--- src/rtl/urv_scoreboard_pkg.sv ---
// Shared constants for the uRV register-hazard scoreboard: instruction
// class codes, countdown width and the class-to-latency lookup.
package urv_scoreboard_pkg;

  localparam int SB_CNT_W = 4;

  typedef logic [SB_CNT_W-1:0] sb_cnt_t;

  localparam logic [2:0] SB_CLASS_ALU    = 3'd0;
  localparam logic [2:0] SB_CLASS_LOAD   = 3'd1;
  localparam logic [2:0] SB_CLASS_SHIFT  = 3'd2;
  localparam logic [2:0] SB_CLASS_MUL    = 3'd3;
  localparam logic [2:0] SB_CLASS_MULH   = 3'd4;
  localparam logic [2:0] SB_CLASS_DIV    = 3'd5;
  localparam logic [2:0] SB_CLASS_SYSTEM = 3'd6;

  // Countdown for a class; DIV, ALU, SYSTEM and unused codes return 0
  // (DIV is tracked by handshake, not by counting).
  function automatic sb_cnt_t sb_lat(input logic [2:0] cls,
                                     input sb_cnt_t   l_load,
                                     input sb_cnt_t   l_shift,
                                     input sb_cnt_t   l_mul,
                                     input sb_cnt_t   l_mulh);
    sb_cnt_t l;
    case (cls)
      SB_CLASS_LOAD:  l = l_load;
      SB_CLASS_SHIFT: l = l_shift;
      SB_CLASS_MUL:   l = l_mul;
      SB_CLASS_MULH:  l = l_mulh;
      default:        l = '0;
    endcase
    return l;
  endfunction

endpackage

--- src/rtl/urv_scoreboard_entry.sv ---
// One scoreboard slot: holds a destination register, counts down its
// remaining latency (or waits for the divider) and reports address hits.
module urv_sb_entry
  import urv_scoreboard_pkg::*;
#(
  parameter int g_reg_aw = 5
) (
  input  logic                clk_i,
  input  logic                rst_n_i,
  input  logic                load_i,
  input  logic [g_reg_aw-1:0] rd_i,
  input  sb_cnt_t             cnt_i,
  input  logic                is_div_i,
  input  logic                tick_i,
  input  logic                div_done_i,
  input  logic [g_reg_aw-1:0] rs1_i,
  input  logic [g_reg_aw-1:0] rs2_i,
  input  logic [g_reg_aw-1:0] chk_rd_i,
  output logic                valid_o,
  output logic                is_div_o,
  output logic [g_reg_aw-1:0] rd_o,
  output logic                rs1_hit_o,
  output logic                rs2_hit_o,
  output logic                rd_hit_o
);

  logic                valid_q, valid_d;
  logic                is_div_q, is_div_d;
  logic [g_reg_aw-1:0] rd_q, rd_d;
  sb_cnt_t             cnt_q, cnt_d;

  // Next state: load wins (slot is free when loaded), div slots wait for
  // the done pulse, counting slots decrement and free on the 1->0 step.
  always_comb begin
    valid_d  = valid_q;
    is_div_d = is_div_q;
    rd_d     = rd_q;
    cnt_d    = cnt_q;
    if (load_i) begin
      valid_d  = 1'b1;
      is_div_d = is_div_i;
      rd_d     = rd_i;
      cnt_d    = cnt_i;
    end else if (valid_q && is_div_q) begin
      if (div_done_i) valid_d = 1'b0;
    end else if (valid_q && tick_i) begin
      cnt_d = cnt_q - sb_cnt_t'(1);
      if (cnt_q == sb_cnt_t'(1)) valid_d = 1'b0;
    end
  end

  // Slot state; reset drops any tracking immediately.
  always_ff @(posedge clk_i or negedge rst_n_i) begin
    if (!rst_n_i) begin
      valid_q  <= 1'b0;
      is_div_q <= 1'b0;
      rd_q     <= '0;
      cnt_q    <= '0;
    end else begin
      valid_q  <= valid_d;
      is_div_q <= is_div_d;
      rd_q     <= rd_d;
      cnt_q    <= cnt_d;
    end
  end

  assign valid_o   = valid_q;
  assign is_div_o  = is_div_q;
  assign rd_o      = rd_q;
  assign rs1_hit_o = valid_q && (rd_q == rs1_i);
  assign rs2_hit_o = valid_q && (rd_q == rs2_i);
  assign rd_hit_o  = valid_q && (rd_q == chk_rd_i);

endmodule

--- src/rtl/urv_scoreboard.sv ---
// Decode-stage hazard scoreboard: a table of in-flight destination
// registers; stalls decode on RAW/WAW hits, a full table or a busy divider.
module urv_scoreboard
  import urv_scoreboard_pkg::*;
#(
  parameter int g_reg_aw      = 5,
  parameter int g_depth       = 4,
  parameter int g_lat_load    = 1,
  parameter int g_lat_shift   = 1,
  parameter int g_lat_mul     = 1,
  parameter int g_lat_mulh    = 2,
  parameter int g_with_hw_div = 0
) (
  input  logic                     clk_i,
  input  logic                     rst_n_i,
  input  logic                     d_valid_i,
  input  logic                     d_stall_i,
  input  logic                     d_kill_i,
  input  logic [g_reg_aw-1:0]      d_rs1_i,
  input  logic [g_reg_aw-1:0]      d_rs2_i,
  input  logic [g_reg_aw-1:0]      d_rd_i,
  input  logic                     d_use_rs1_i,
  input  logic                     d_use_rs2_i,
  input  logic                     d_rd_write_i,
  input  logic [2:0]               d_class_i,
  input  logic                     div_done_i,
  output logic                     d_stall_req_o,
  output logic [2**g_reg_aw-1:0]   sb_pending_o,
  output logic [3:0]               sb_count_o
);

  logic [g_depth-1:0]               valid, is_div, hit1, hit2, hitd, alloc;
  logic [g_depth-1:0][g_reg_aw-1:0] rd;
  sb_cnt_t                          lat;
  logic                             div_cls, need, issue, raw, waw, full, div_busy;

  assign lat = sb_lat(d_class_i, sb_cnt_t'(g_lat_load), sb_cnt_t'(g_lat_shift),
                      sb_cnt_t'(g_lat_mul), sb_cnt_t'(g_lat_mulh));
  assign div_cls = (g_with_hw_div != 0) && (d_class_i == SB_CLASS_DIV);
  assign need    = d_rd_write_i && (d_rd_i != '0) && ((lat != '0) || div_cls);

  // Hazard detection against registered entries only; purely combinational
  // from the decode inputs so the stall is available in the same cycle.
  always_comb begin
    raw      = (d_use_rs1_i && (d_rs1_i != '0) && (|hit1)) ||
               (d_use_rs2_i && (d_rs2_i != '0) && (|hit2));
    waw      = d_rd_write_i && (d_rd_i != '0) && (|hitd);
    full     = &valid;
    div_busy = div_cls && (|(valid & is_div));
    d_stall_req_o = d_valid_i && !d_kill_i && (raw || waw || (need && full) || div_busy);
    issue    = d_valid_i && !d_stall_i && !d_kill_i && !d_stall_req_o;
  end

  // Lowest-index free slot gets the new destination.
  always_comb begin
    logic found;
    alloc = '0;
    found = 1'b0;
    for (int i = 0; i < g_depth; i++) begin
      if (!found && !valid[i]) begin
        alloc[i] = issue && need;
        found    = 1'b1;
      end
    end
  end

  // Bitmap and occupancy count derived from the entry table.
  always_comb begin
    sb_pending_o = '0;
    sb_count_o   = '0;
    for (int i = 0; i < g_depth; i++) begin
      if (valid[i]) begin
        sb_pending_o[rd[i]] = 1'b1;
        sb_count_o          = sb_count_o + 4'd1;
      end
    end
    sb_pending_o[0] = 1'b0;
  end

  for (genvar g = 0; g < g_depth; g++) begin : g_ent
    urv_sb_entry #(.g_reg_aw(g_reg_aw)) u_ent (
      .clk_i      (clk_i),
      .rst_n_i    (rst_n_i),
      .load_i     (alloc[g]),
      .rd_i       (d_rd_i),
      .cnt_i      (lat),
      .is_div_i   (div_cls),
      .tick_i     (!d_stall_i),
      .div_done_i (div_done_i),
      .rs1_i      (d_rs1_i),
      .rs2_i      (d_rs2_i),
      .chk_rd_i   (d_rd_i),
      .valid_o    (valid[g]),
      .is_div_o   (is_div[g]),
      .rd_o       (rd[g]),
      .rs1_hit_o  (hit1[g]),
      .rs2_hit_o  (hit2[g]),
      .rd_hit_o   (hitd[g])
    );
  end

endmodule

--- config.mk ---
export PLATFORM = sky130hd
export DESIGN_NAME = urv_scoreboard
export DESIGN_NICKNAME = d
export VERILOG_FILES = /design/src/rtl/urv_scoreboard_pkg.sv /design/src/rtl/urv_scoreboard_entry.sv /design/src/rtl/urv_scoreboard.sv
export SDC_FILE = /design/constraint.sdc
export NUM_CORES = 1
export LEC_CHECK = 0
export CORE_UTILIZATION = 47
export DETAILED_ROUTE_END_ITERATION = 8
export PLACE_DENSITY = 0.72
export SLEW_MARGIN = 20
export SYNTH_ARGS = -nofsm -noshare
export SYNTH_HDL_FRONTEND = slang
export SYNTH_SLANG_ARGS = --single-unit
--- constraint.sdc ---
create_clock -name clk_i -period 6.06 [get_ports clk_i]
set_input_delay 0.909 -clock clk_i [delete_from_list [all_inputs] [get_ports clk_i]]
set_output_delay 0.909 -clock clk_i [all_outputs]
set_load 0.02 [all_outputs]
==> impl_metrics.toml <==
[power]
power_w = 0.00152
ir_drop_mv = 0.166
power_leakage_nw = 1.80
power-per-cell-area_nw_per_um2 = 332

[setup_path]
cp_slowest_cell = "clkdlybuf4s50_1"
slowest_delay_ns = 0.79
critPathMaxFanout = 12
cp_data_required_time_ns = 5.15
setup.worst_path.class = "in2out"
critical_path.most_common_cell = "clkdlybuf4s50_1"
cp.arrival_ns = 3.86
category_of_the_worst_setup_path_capture_point = "output port"
setup.worst_path.start_class = "input port"
critical_path.cell_chain = "clkdlybuf4s50_1, xor2_1, nor4_1, and3_1, or4_1, a222oi_1, buf_4, a21oi_1, clkdlybuf4s50_1"

[clock_tree]
path_clk_slew_ns = 0.08
post_cts_resize_count = 0
ctsHtreeMaxLevel = 2
post_cts_hold_buffer_count = 0
clock_path_buffers = 2
clock_root_buffer_master = "clkbuf_8"
clk-insertion-delay-late_ns = 0.29
tritoncts_clock_tree = "done"
cts_buffers = 5
cts.sink_count = 40
cts_setup_buffers = 0

[placed_design]
port-buffer-count = 60
last_weighted_congestion_value_of_the_routability_driven_placer = 0.910
detailed_place_hpwl_um = 8150
dpl_worst_slack_ns = 1.33

[status]
run_status = "completed"

[synth]
synth_seq_area_share_pct = 25.2
area_fraction_in_compound_gates_after_synthesis_pct = 17.8
synthXorXnorAreaFrac_pct = 16.5
cell_area_after_synthesis_um2 = 3970
ys_warn_count = 0
synth.area.mux_share_pct = 7.65
netlist.area_leader.share_pct = 25.2
synth_top_cells_by_area = "dfrtp_1 25%, xnor2_1 8.8%, xor2_1 7.7%"
yosysTopAreaCell = "dfrtp_1"
async_flop_share_pct = 100
combinational_family_with_the_most_area_after_synthesis = "simple AND/OR/NAND/NOR gates"
ys_ff_latch = 40
count_of_flip_flops_with_a_built_in_enable_after_synthesis = 0
synth_flop_cell = "dfrtp_1"
avgSynthCellArea_um2 = 8.83
synth_cell_types = 48
syn_inst = 450
post_synth_fa_ha_maj_area_fraction_pct = 4.09
synth_simple_gate_area_share_pct = 20.9

[final_layout]
number_of_filler_instances_in_the_final_layout = 723
final_cell_mix = "59 x clkdlybuf4s50_1, 40 x xnor2_1, 40 x dfrtp_1"
layout_commonest_cell = "clkdlybuf4s50_1"
multi_input_comb_area_um2 = 2680
layout_area_overhead_pct = 15.2
ff_latch_area_um2 = 1000
layout-drive-gt1-share_pct = 8.09
final_net_count = 509
n_antenna_cell = 0

[floorplan]
die_w_um = 93.9
core_box_area_um2 = 8220
die-area_um2 = 8820
initial_utilization_pct = 48.3
design.portCount = 64
dieHeight_um = 93.9
rows = 33

[drt]
vias = 3830
detailed_route_vias_per_instance = 6.66
remaining_drc_errors = 0
detail_route.wirelength_um = 11800
routedWlPerCell_um = 20.6
first_pass_iters = 5
ant_nets = 0
drt_first_iter_violations = 418

[grt]
grt_pass1_wl_um = 19000
vias_in_the_first_global_route = 3679
grt_start_max_net_pins = 41
grt.overflow.total = 0
grt_util_all_layers_pct = 27.7
initial_antenna_violation_count = 0

[timing]
timing_max_transition_violations_final = 0
finalCriticalPeriod_ns = 4.77
rsz0062_at_grt = "no"
maxSlewHeadroom_pct = 25.4
final.period_utilization_pct = 78.7
final_critical_path_setup_slack_ns = 1.29
fmax_mhz = 210
timing.setup.tns_ns = 0
hold_viol_final = 0
final.setup_skew_ns = 0.00745
setup_viol = 0
tightest_slew_ns = 1.11

[worst_hold_path]
min_delay_path_class = "reg2reg"

[flow_run]
maxCapViolCount = 0
## cells in the mapped netlist (all sizes together), types with 2 or more instances
cell / number
a21oi: 9
a221o: 12
a22oi: 20
and2: 2
and3: 8
and3b: 4
buf: 25
clkbuf: 25
dfrtp: 40
ha: 13
inv: 14
mux2: 21
mux2i: 3
nand2: 24
nand2b: 4
nand3: 14
nand3b: 11
nand4: 10
nor2: 19
nor3: 12
nor3b: 8
nor4: 8
nor4b: 3
o21a: 2
o21ai: 8
o221ai: 21
o22ai: 13
o311ai: 3
or3: 3
or3b: 3
or4: 5
xnor2: 40
xor2: 35
## area by class of cell
class                   instances  share of cell area [%]
clock inverters                 2                   0.766
clock buffers                   6                    1.59
multi-input cells             347                    58.6
well taps                     105                    2.87
flip-flops and latches         40                    21.9
repair buffers                 61                    13.2
inverters                      14                    1.15
## kinds of logic after synthesis
kind of cell,count (synthesis)
and+or+nand+nor,140
AOI/OAI and AO/OA,93
xor gates and xnor gates,75
buffers and inverters,64
DFF,40
muxes,24
adders and majority gates,13
other,1
## per-layer routing
layer / vias up / global-route usage, % / wire [um]
li1: 1691 / - / -
met1: 1860 / 35.8 / 4820
met2: 224 / 44.2 / 5540
met3: 55 / 5.66 / 1000
met4: 0 / 13.1 / 485
met5: - / 0 / 0
## worst paths after layout
path / startpoint / end / slack [ns] / depth (start not counted)
worst max register to register: g_ent[3].u_ent.rd_o[2] / g_ent[2].u_ent.rd_o[1] / 3.17 / 8
max in group asynchronous: rst_n_i / g_ent[0].u_ent.rd_o[4] / 4.75 / 1
worst min-delay path: g_ent[3].u_ent.cnt_q[3] / g_ent[3].u_ent.valid_o / 0.55 / 1
worst max-delay path: d_rd_i[3] / d_stall_req_o / 1.29 / 9
min in group asynchronous: rst_n_i / g_ent[2].u_ent.cnt_q[2] / 0.74 / 1
worst min register to register: g_ent[3].u_ent.cnt_q[3] / g_ent[3].u_ent.valid_o / 0.55 / 1
## critical path: cells and delay by family
kind,cells,cell delay [ns]
AO/OA/AOI/OAI,2,0.40
AND/OR/NAND/NOR,3,0.74
XOR/XNOR,1,0.19
buffers and inverters,3,1.62
## state kept, by name, summed over array words and instances, names as in the netlist
name,flops
g_ent.u_ent.rd_o,20
g_ent.u_ent.cnt_q,16
g_ent.u_ent.valid_o,4
## through the flow
step / hold slack [ns] / cells / instance area (um2) / util [%]
after floorplan: 0.515 / 451 / 3980 / -
after global placement: 0.533 / 567 / 4450 / 54.2
after detailed placement: 0.542 / 567 / 4450 / 54.2
after CTS: 0.559 / 575 / 4560 / 55.5
after global routing: 0.574 / 575 / 4580 / 55.7
final: 0.548 / 575 / 4580 / 55.7
## where the power goes
part / switching, W / total (W) / leakage (nW) / internal (W)
clock network: 0.0000925 / 0.000215 / 0.0552 / 0.000122
registers: 0.000227 / 0.000586 / 0.521 / 0.000359
logic: 0.000373 / 0.000719 / 1.23 / 0.000345
Note: power is estimated with default switching activity, not from simulation.
